### src/rtl/mac_conv_sequencer.sv
// mac_conv_sequencer: walks one 8x8-bit MAC through a valid-mode 2-D convolution.
// Generates image/filter read addresses, sequences accumulator clear/enable and
// hands each window sum to a valid/ready result stream with its coordinates.
//
// state  | meaning
// -------+-------------------------------------------------------------
// IDLE   | waiting for start, busy low
// CLR    | accumulator clear, tap 0 addresses presented
// MAC    | taps 1..N-1 presented, previous tap's data accumulated
// DRAIN  | last tap's data accumulated, no new address
// OUT    | result offered; held until out_ready
// FIN    | done pulse after the final result is accepted
module mac_conv_sequencer #(
  parameter int IMG_W   = 8,
  parameter int IMG_H   = 8,
  parameter int FILT_W  = 3,
  parameter int FILT_H  = 3,
  parameter int IMG_AW  = 6,
  parameter int FILT_AW = 4,
  parameter int POS_W   = 4
) (
  input  logic               clk,
  input  logic               rst,
  input  logic               start,
  output logic [IMG_AW-1:0]  img_addr,
  output logic [FILT_AW-1:0] filt_addr,
  output logic               mac_rst_acc,
  output logic               mac_acc_en,
  input  logic [11:0]        mac_out,
  output logic [11:0]        out_data,
  output logic [POS_W-1:0]   out_row,
  output logic [POS_W-1:0]   out_col,
  output logic               out_valid,
  input  logic               out_ready,
  output logic               busy,
  output logic               done
);

  localparam logic [POS_W-1:0] ROW_LAST = POS_W'(IMG_H - FILT_H);
  localparam logic [POS_W-1:0] COL_LAST = POS_W'(IMG_W - FILT_W);
  localparam logic [POS_W-1:0] FR_LAST  = POS_W'(FILT_H - 1);
  localparam logic [POS_W-1:0] FC_LAST  = POS_W'(FILT_W - 1);

  typedef enum logic [2:0] {
    S_IDLE,
    S_CLR,
    S_MAC,
    S_DRAIN,
    S_OUT,
    S_FIN
  } state_t;

  state_t             state;
  logic [POS_W-1:0]   row;
  logic [POS_W-1:0]   col;
  logic [POS_W-1:0]   fr;
  logic [POS_W-1:0]   fc;
  logic [POS_W-1:0]   fr_nx;
  logic [POS_W-1:0]   fc_nx;
  logic [POS_W-1:0]   row_nx;
  logic [POS_W-1:0]   col_nx;
  logic               tap_last;
  logic               win_last;
  logic [11:0]        cap_q;
  logic               first_q;

  function automatic logic [IMG_AW-1:0] img_index(input logic [POS_W-1:0] r,
                                                   input logic [POS_W-1:0] c,
                                                   input logic [POS_W-1:0] tr,
                                                   input logic [POS_W-1:0] tc);
    int idx;
    idx = (int'(r) + int'(tr)) * IMG_W + int'(c) + int'(tc);
    return IMG_AW'(idx);
  endfunction

  function automatic logic [FILT_AW-1:0] filt_index(input logic [POS_W-1:0] tr,
                                                    input logic [POS_W-1:0] tc);
    int idx;
    idx = int'(tr) * FILT_W + int'(tc);
    return FILT_AW'(idx);
  endfunction

  // Next tap and next window position, both row-major.
  always_comb begin
    tap_last = (fr == FR_LAST) && (fc == FC_LAST);
    fr_nx    = fr;
    fc_nx    = fc + 1'b1;
    if (fc == FC_LAST) begin
      fc_nx = '0;
      fr_nx = fr + 1'b1;
    end
    win_last = (row == ROW_LAST) && (col == COL_LAST);
    row_nx   = row;
    col_nx   = col + 1'b1;
    if (col == COL_LAST) begin
      col_nx = '0;
      row_nx = row + 1'b1;
    end
  end

  // The final tap only lands in the accumulator at the end of DRAIN, so on the
  // first OUT cycle the live MAC value is forwarded; it is frozen in cap_q after.
  assign out_data = first_q ? mac_out : cap_q;

  // Sequencer state, counters and all registered outputs.
  always_ff @(posedge clk or negedge rst) begin
    if (!rst) begin
      state       <= S_IDLE;
      row         <= '0;
      col         <= '0;
      fr          <= '0;
      fc          <= '0;
      img_addr    <= '0;
      filt_addr   <= '0;
      mac_rst_acc <= 1'b0;
      mac_acc_en  <= 1'b0;
      out_row     <= '0;
      out_col     <= '0;
      out_valid   <= 1'b0;
      cap_q       <= '0;
      first_q     <= 1'b0;
      busy        <= 1'b0;
      done        <= 1'b0;
    end else begin
      mac_rst_acc <= 1'b0;
      mac_acc_en  <= 1'b0;
      done        <= 1'b0;
      case (state)
        S_IDLE: begin
          if (start) begin
            state       <= S_CLR;
            busy        <= 1'b1;
            row         <= '0;
            col         <= '0;
            fr          <= '0;
            fc          <= '0;
            img_addr    <= '0;
            filt_addr   <= '0;
            mac_rst_acc <= 1'b1;
          end
        end
        S_CLR, S_MAC: begin
          mac_acc_en <= 1'b1;
          if (tap_last) begin
            state <= S_DRAIN;
          end else begin
            state     <= S_MAC;
            fr        <= fr_nx;
            fc        <= fc_nx;
            img_addr  <= img_index(row, col, fr_nx, fc_nx);
            filt_addr <= filt_index(fr_nx, fc_nx);
          end
        end
        S_DRAIN: begin
          state     <= S_OUT;
          out_valid <= 1'b1;
          first_q   <= 1'b1;
          out_row   <= row;
          out_col   <= col;
        end
        S_OUT: begin
          first_q <= 1'b0;
          if (first_q) begin
            cap_q <= mac_out;
          end
          if (out_ready) begin
            out_valid <= 1'b0;
            if (win_last) begin
              state <= S_FIN;
              done  <= 1'b1;
            end else begin
              state       <= S_CLR;
              row         <= row_nx;
              col         <= col_nx;
              fr          <= '0;
              fc          <= '0;
              img_addr    <= img_index(row_nx, col_nx, '0, '0);
              filt_addr   <= '0;
              mac_rst_acc <= 1'b1;
            end
          end
        end
        S_FIN: begin
          state <= S_IDLE;
          busy  <= 1'b0;
        end
        default: begin
          state <= S_IDLE;
          busy  <= 1'b0;
        end
      endcase
    end
  end

endmodule

### config.mk
export PLATFORM = sky130hd
export DESIGN_NAME = mac_conv_sequencer
export DESIGN_NICKNAME = d
export VERILOG_FILES = /design/src/rtl/mac_conv_sequencer.sv
export SDC_FILE = /design/constraint.sdc
export NUM_CORES = 1
export LEC_CHECK = 0
export CORE_MARGIN = 3
export CORE_UTILIZATION = 50
export CTS_CLUSTER_SIZE = 40
export DETAILED_ROUTE_END_ITERATION = 10
export PLACE_DENSITY = 0.73
export RECOVER_POWER = 100
export SYNTH_ARGS = -nofsm -noshare
export SYNTH_HDL_FRONTEND = slang
export SYNTH_SLANG_ARGS = --single-unit
### constraint.sdc
create_clock -name clk -period 4.11 [get_ports clk]
set_clock_uncertainty 0.1 [all_clocks]
set_input_delay 0.6165 -clock clk [delete_from_list [all_inputs] [get_ports clk]]
set_output_delay 0.6165 -clock clk [all_outputs]
set_load 0.01 [all_outputs]
==> results of run 1 <==
-- metrics by stage --
step | hold WS, ps | utilization (%) | cells
2_1_floorplan | 221 | - | 301
4_1_cts | 199 | 65.0 | 421
3_3_place_gp | 354 | 63.2 | 414
5_1_grt | 398 | 64.0 | 421
3_5_place_dp | 362 | 63.2 | 414
6_report | 376 | 64.0 | 421
-- worst max-delay path by stage --
stage                                           to  cells after the start                  from  slack, ps
after floorplan           filt_addr[3]$_DFFE_PN0P_                     12     fc[0]$_DFFE_PN0P_        840
after global placement    filt_addr[3]$_DFFE_PN0P_                     12     fc[0]$_DFFE_PN0P_        900
after detailed placement  filt_addr[3]$_DFFE_PN0P_                     12     fc[0]$_DFFE_PN0P_        770
after CTS                 filt_addr[3]$_DFFE_PN0P_                     12     fc[0]$_DFFE_PN0P_        750
after global routing            row[2]$_DFFE_PN0P_                      5  state[2]$_DFFE_PN0P_        340
final                           row[2]$_DFFE_PN0P_                      5  state[2]$_DFFE_PN0P_        630
-- power by group through the flow --
stage | Combinational, µW | Clock [µW] | Sequential [µW]
final | 1230 | 352 | 863
after floorplan | 872 | 0 | 846
after detailed placement | 1300 | 0 | 886
after global placement | 1270 | 0 | 877
after global routing | 1370 | 378 | 891
after CTS | 1310 | 360 | 874
-- critical path: stages, from the launching register on --
cell and delay [ps]:
dfrtp_1 520, nor3b_1 1630, o311ai_2 440, and2_0 360
o21ai_0 200, o31ai_1 100
-- logic make-up (layout without fill, tap and decap cells) --
logic type / Yosys count / after routing / synth area share [%]
simple gates: 109 / 109 / 16.3
mux: 19 / 19 / 6.90
xor+xnor: 19 / 19 / 5.40
flops: 55 / 55 / 44.6
buf+inv: 21 / 69 / 3.04
compound gates: 54 / 54 / 12.7
fa+ha+maj: 24 / 24 / 11.0
-- final cells by class --
type,count,area (µm²),share of cell area [%]
clock buffer,5,68.8,1.87
inverter,10,37.5,1.02
timing repair buffer,52,505,13.8
multi-input combinational,225,1560,42.4
sequential,55,1380,37.4
clock inverter,2,37.5,1.02
tap,72,90.1,2.45
-- synth_stat cells, drive strengths merged (2+ instances only) --
cell type  count
nand2         67
dfrtp         55
ha            19
mux2          18
nor2          17
xnor2         16
o21ai         15
a21oi         12
inv           10
buf            8
a22o           7
a21o           6
a221o          5
fa             5
nand3          5
and2           3
clkbuf         3
nand3b         3
o22ai          3
xor2           3
nand2b         2
nor2b          2
nor3           2
nor3b          2
-- layer usage --
metal	vias up	global-route usage, %	wire length [µm]	share of wire, %
li1	1122	-	-	-
met1	1112	27.6	3120	48
met2	70	30.3	3010	46
met3	11	2.75	269	4.1
met4	0	4.89	91	1.4
met5	-	0	0	0
==> summary.md, run 1 <==
| Metric | Value |
|---|---|
| Final #Nets | `389` |
| Yosys reg bits | `55` |
| Most flops, register | `cap_q` |
| Clk buf depth | `2` |
| Hold_sp | `cap_q[1]$_DFFE_PN0P_` |
| Internal | `1460 µW` |
| Outcome | `finished, violations left` |
| Share of layout cells above drive strength 1 | `6.02%` |
| Avg Inst Size Synth | `10.2 µm²` |
| CP Launch Type | `register` |
| Area growth syn-to-layout | `19.2%` |
| Routed len/inst | `15.4 µm` |
| Reg-to-reg startpoint | `state[2]$_DFFE_PN0P_` |
| CTS tree | `done` |
| WS Path Type | `register to register` |
| Setup Buffers After CTS | `0` |
| Top flop regs | `cap_q (12), img_addr (6)` |
| Initial antenna violation count | `0` |
| Synth unique cells | `44` |
| GRT Resource Usage Total | `19.1%` |
| Post-CTS resize count | `0` |
| Max rail drop VDD | `0.000362 V` |
| Clock transition at path regs | `100 ps` |
| Fillers | `482` |
| CTS buffer count | `5` |
| Period utilization | `84.6%` |
| Pre-CTS WS | `773 ps` |
| Largest net degree at the start of global routing | `33` |
| Area of the core | `5740 µm²` |
| Max reg flops | `12` |
| Reg2Reg Setup Slack | `630 ps` |
| Die X | `84.5 µm` |
| NetSw | `982 µW` |
| Largest cells by area after synthesis | `dfrtp_1 (45%), nand2_1 (8.2%), ha_1 (7.7%)` |
| CTS Hold Bufs | `0` |
| Asr flop ratio synth | `100%` |
| Max FO, Critical Path | `17` |
| Depth of the CTS H-tree | `2` |
| Setup_tns | `0 ps` |
| Reg2Reg Depth | `5` |
| Synthesized instance count | `301` |
| Failing checks | `capacitance limit, slew limit` |
| Final ANT Viol Nets | `0` |
| Leading cell type in the layout, fill and taps excluded | `nand2_1` |
| Leakage | `0.00180 µW` |
| Drt drc | `0` |
| Hold depth | `2` |
| Post-Route WL | `6490 µm` |
| Vias in the first global route | `2,286` |
| First-pass iteration count of the detailed router | `6` |
| Req. time, crit path | `4200 ps` |
| Die area | `7150 µm²` |
| Syn Nets | `341` |
| Worst-skew pair later-pin latency | `310 ps` |
| Initial Util | `53.7%` |
| PortBufs | `50` |
| First-pass GRT wire length | `11,200 µm` |
| Initial DRC count | `115` |
| GPL Wtd Cong | `0.850` |
| Post-synthesis sequential area ratio | `44.6%` |
| Post-synth top area share | `44.6%` |
| Via count | `2,315` |
| Netlist Area Pre-Place | `3080 µm²` |
| Final worst slack | `635 ps` |
| Most used DFF post-synth | `dfrtp_1` |
| Fin area | `3680 µm²` |
| Clock sinks | `55` |
| Synth area leader | `dfrtp_1` |
| Flop pwr share | `35.3%` |
| Clk pwr share | `14.4%` |
| Chip height | `84.5 µm` |
| Final Hold Fails | `0` |
| RSZ-0062 raised after global routing | `false` |
| Gr ovfl total | `0` |
| EDFF count, synth | `0` |
| Row count | `27` |
| Power Density | `664 nW/µm²` |
| Final Max Slew Viols | `71` |
| Max_cap viols | `3` |
| Gate power share | `50.2%` |
| Worst-Margin Slew | `2060 ps` |
| Placed Area | `3630 µm²` |
| Hold endpoint | `cap_q[1]$_DFFE_PN0P_` |
| Pwr Total | `2440 µW` |
| Switching Fraction | `40.2%` |
| CTS root buffer | `clkbuf_8` |
| Final setup viols | `0` |
| Worst min path class | `register to register` |
| Crit end category | `register` |
| # IOs | `51` |
| Hpwl dp | `4720 µm` |
| N_diodes | `0` |
| Min Tclk post-route | `3480 ps` |
| Max Clk Rate | `288 MHz` |
| Slew headroom | `-38.0%` |
| Commonest non-fill, non-tap cells in the layout | `nand2_1 (67), dfrtp_1 (55), dlygate4sd3_1 (27), clkdlybuf4s50_1 (22), ha_1 (19)` |
| Via/cell ratio | `5.50` |
| Synth Warn # | `0` |
| RR Endpoint | `row[2]$_DFFE_PN0P_` |
| Arr. time, crit path | `3560 ps` |
(Power assumes the default switching activity.)
==> run 2: changes to the inputs <==
==> constraint.sdc (replaced) <==
create_clock -name clk -period 3.3 [get_ports clk]
set_clock_uncertainty 0.1 [all_clocks]
set_input_delay 0.495 -clock clk [delete_from_list [all_inputs] [get_ports clk]]
set_output_delay 0.495 -clock clk [all_outputs]
set_load 0.01 [all_outputs]
==> run 2 against run 1 <==
Against the previous run:
- the flow now finishes without violations
- core utilization rose by 2.5 points
- clock power increased by 4%
- worst hold slack worse by 0.76 ps
- register-to-register slack worse by 530 ps
- first-iteration DRC count down 1.7%
- global-route usage grew 0.72 points
- critical endpoint is now img_addr[5]$_DFFE_PN0P_
- maximum frequency grew 8.7%
- flip-flop and latch count unchanged
- via count grew 2.9%
==> summary.md, run 2 (synthesized netlist as in run 1, its figures left out) <==
| Metric | Value |
|---|---|
| Row count | `27` |
| Critical Path Max Stage Delay | `450 ps` |
| Leakage | `0.00188 µW` |
| Outcome | `finished, final reports clean` |
| Chip height | `84.5 µm` |
| Flop pwr share | `34.5%` |
| Worst hold slack | `375 ps` |
| Max rail drop VDD | `0.000484 V` |
| Most flops, register | `cap_q` |
| Drt drc | `0` |
| Post-layout util | `66.5%` |
| CTS root buffer | `clkbuf_8` |
| Share of layout cells above drive strength 1 | `12.7%` |
| Worst-Margin Slew | `1340 ps` |
| Final setup viols | `0` |
| Final ANT Viol Nets | `0` |
| Max reg flops | `12` |
| PortBufs | `50` |
| Area of the core | `5740 µm²` |
| Commonest non-fill, non-tap cells in the layout | `nand2_1 (67), dfrtp_1 (53), dlygate4sd3_1 (27), clkdlybuf4s50_1 (22), ha_1 (18)` |
| Final Hold Fails | `0` |
| Via count | `2,383` |
| Post-Route WL | `6830 µm` |
| First-pass GRT wire length | `11,500 µm` |
| Pre-CTS WS | `102 ps` |
| Crit. Startpoint | `fc[3]$_DFFE_PN0P_` |
| Cells after DPL | `419` |
| Busiest grt layer | `met2` |
| CP Cell Sequence | `nor4b_4 -> buf_4 -> buf_12 -> xnor2_2 -> ha_2 -> ha_1 -> ha_1 -> a21o_1 -> a21oi_2 -> xnor2_1 -> xnor2_1 -> a221o_1` |
| Max FO, Critical Path | `4` |
| Clk pwr share | `11.7%` |
| Die area | `7150 µm²` |
| CP delay by family, top | `adder cells` |
| Slew headroom | `10.5%` |
| Die X | `84.5 µm` |
| CP Launch Type | `register` |
| Final Max Slew Viols | `0` |
| Initial Util | `53.7%` |
| GR Layer Usage met2 | `32.2%` |
| Period utilization | `96.9%` |
| Slowest-stage cell, CP | `dfrtp_2` |
| First-pass iteration count of the detailed router | `4` |
| Gate power share | `53.8%` |
| Hold_sp | `cap_q[3]$_DFFE_PN0P_` |
| Arr. time, crit path | `3300 ps` |
| Placed Area | `3670 µm²` |
| Depth of the CTS H-tree | `2` |
| Switching Fraction | `41.0%` |
| Via/cell ratio | `5.49` |
| Req. time, crit path | `3410 ps` |
| Initial DRC count | `113` |
| Hpwl dp | `4790 µm` |
| Internal | `1840 µW` |
| Power Density | `817 nW/µm²` |
| Hold depth | `2` |
| NetSw | `1280 µW` |
| Initial antenna violation count | `0` |
| CTS tree | `done` |
| Min Tclk post-route | `3200 ps` |
| Worst Path Buf+Inv | `2` |
| Clk buf depth | `2` |
| Routed len/inst | `15.7 µm` |
| Reg-to-reg startpoint | `fc[3]$_DFFE_PN0P_` |
| # IOs | `51` |
| Largest net degree at the start of global routing | `56` |
| Area growth syn-to-layout | `23.9%` |
| Final worst slack | `104 ps` |
| Leading cell type in the layout, fill and taps excluded | `nand2_1` |
| Vias in the first global route | `2,289` |
| Met3 Track Usage GR | `3.73%` |
| Final #Nets | `402` |
| Clock transition at path regs | `100 ps` |
| Crit end category | `register` |
| N_diodes | `0` |
| WS Path Type | `register to register` |
| GPL Wtd Cong | `0.841` |
| Reg2Reg Setup Slack | `100 ps` |
| CP Depth | `12` |
| Fillers | `470` |
| CTS buffer count | `5` |
| Max Clk Rate | `313 MHz` |
| Fin area | `3820 µm²` |
| Top flop regs | `cap_q (12), img_addr (6)` |
| GRT Resource Usage Total | `19.8%` |
| Worst-skew pair later-pin latency | `310 ps` |
| Reg2Reg Depth | `12` |
| Clock sinks | `55` |
| Fin cells | `434` |
| Met1 usage in global routing | `27.1%` |
| Worst min path class | `register to register` |
| Gr ovfl total | `0` |
| Max_cap viols | `0` |
[run 2: changes by cell type in the layout (fill, tap and decap cells not counted), sizes merged]
cell	before	now
clkbuf	7	6
bufinv	1	0
clkinv	0	2
clkdlybuf4s15	0	1
buf	1	14
clkinvlp	1	0
[run 2: repair_timing]
| action | CTS | global route |
|---|---|---|
| hold buffers | 0 | 0 |
| setup endpoints to repair | 0 | 2 |
| gates resized for setup | 0 | 10 |
| endpoints found under the hold margin | 0 | 0 |
| buffers inserted | 0 | 7 |
[run 2: final cells by class]
type | count | area [µm²] | area share [%]
clock buffers | 5 | 68.8 | 1.80
well taps | 72 | 90.1 | 2.36
clock inverters | 2 | 13.8 | 0.360
inverters | 10 | 37.5 | 0.983
repair buffers | 65 | 622 | 16.3
flip-flops and latches | 55 | 1380 | 36.1
multi-input cells | 225 | 1610 | 42.1
[run 2: path summary, 6_finish.rpt]
check,end
min in group asynchronous,cap_q[3]$_DFFE_PN0P_
max,img_addr[5]$_DFFE_PN0P_
min,cap_q[3]$_DFFE_PN0P_
max in group asynchronous,fc[2]$_DFFE_PN0P_
min reg2reg,cap_q[3]$_DFFE_PN0P_
max reg2reg,img_addr[5]$_DFFE_PN0P_
[run 2: power groups by stage]
stage | logic, µW | registers [µW] | clock network, µW
finish | 1680 | 1080 | 365
global route | 1850 | 1110 | 404
CTS | 1670 | 1080 | 378
detailed placement | 1660 | 1100 | 0
global placement | 1620 | 1090 | 0
floorplan | 1090 | 1050 | 0
[run 2: worst min-delay path: stages, from the launching register on]
cell and delay, ps:
dfrtp_1 340, nand2_1 50, nand2_1 50
[run 2: per-layer routing]
metal	vias up	wire length [µm]
li1	1149	-
met1	1164	3020
met2	61	3370
met3	9	339
met4	0	100
met5	-	0
[run 2: metrics by stage]
stage / TNS, ps / power, µW
floorplan: 0 / 2140
global placement: 0 / 2710
detailed placement: 0 / 2760
CTS: 0 / 3130
global route: -83.0 / 3360
finish: 0 / 3120
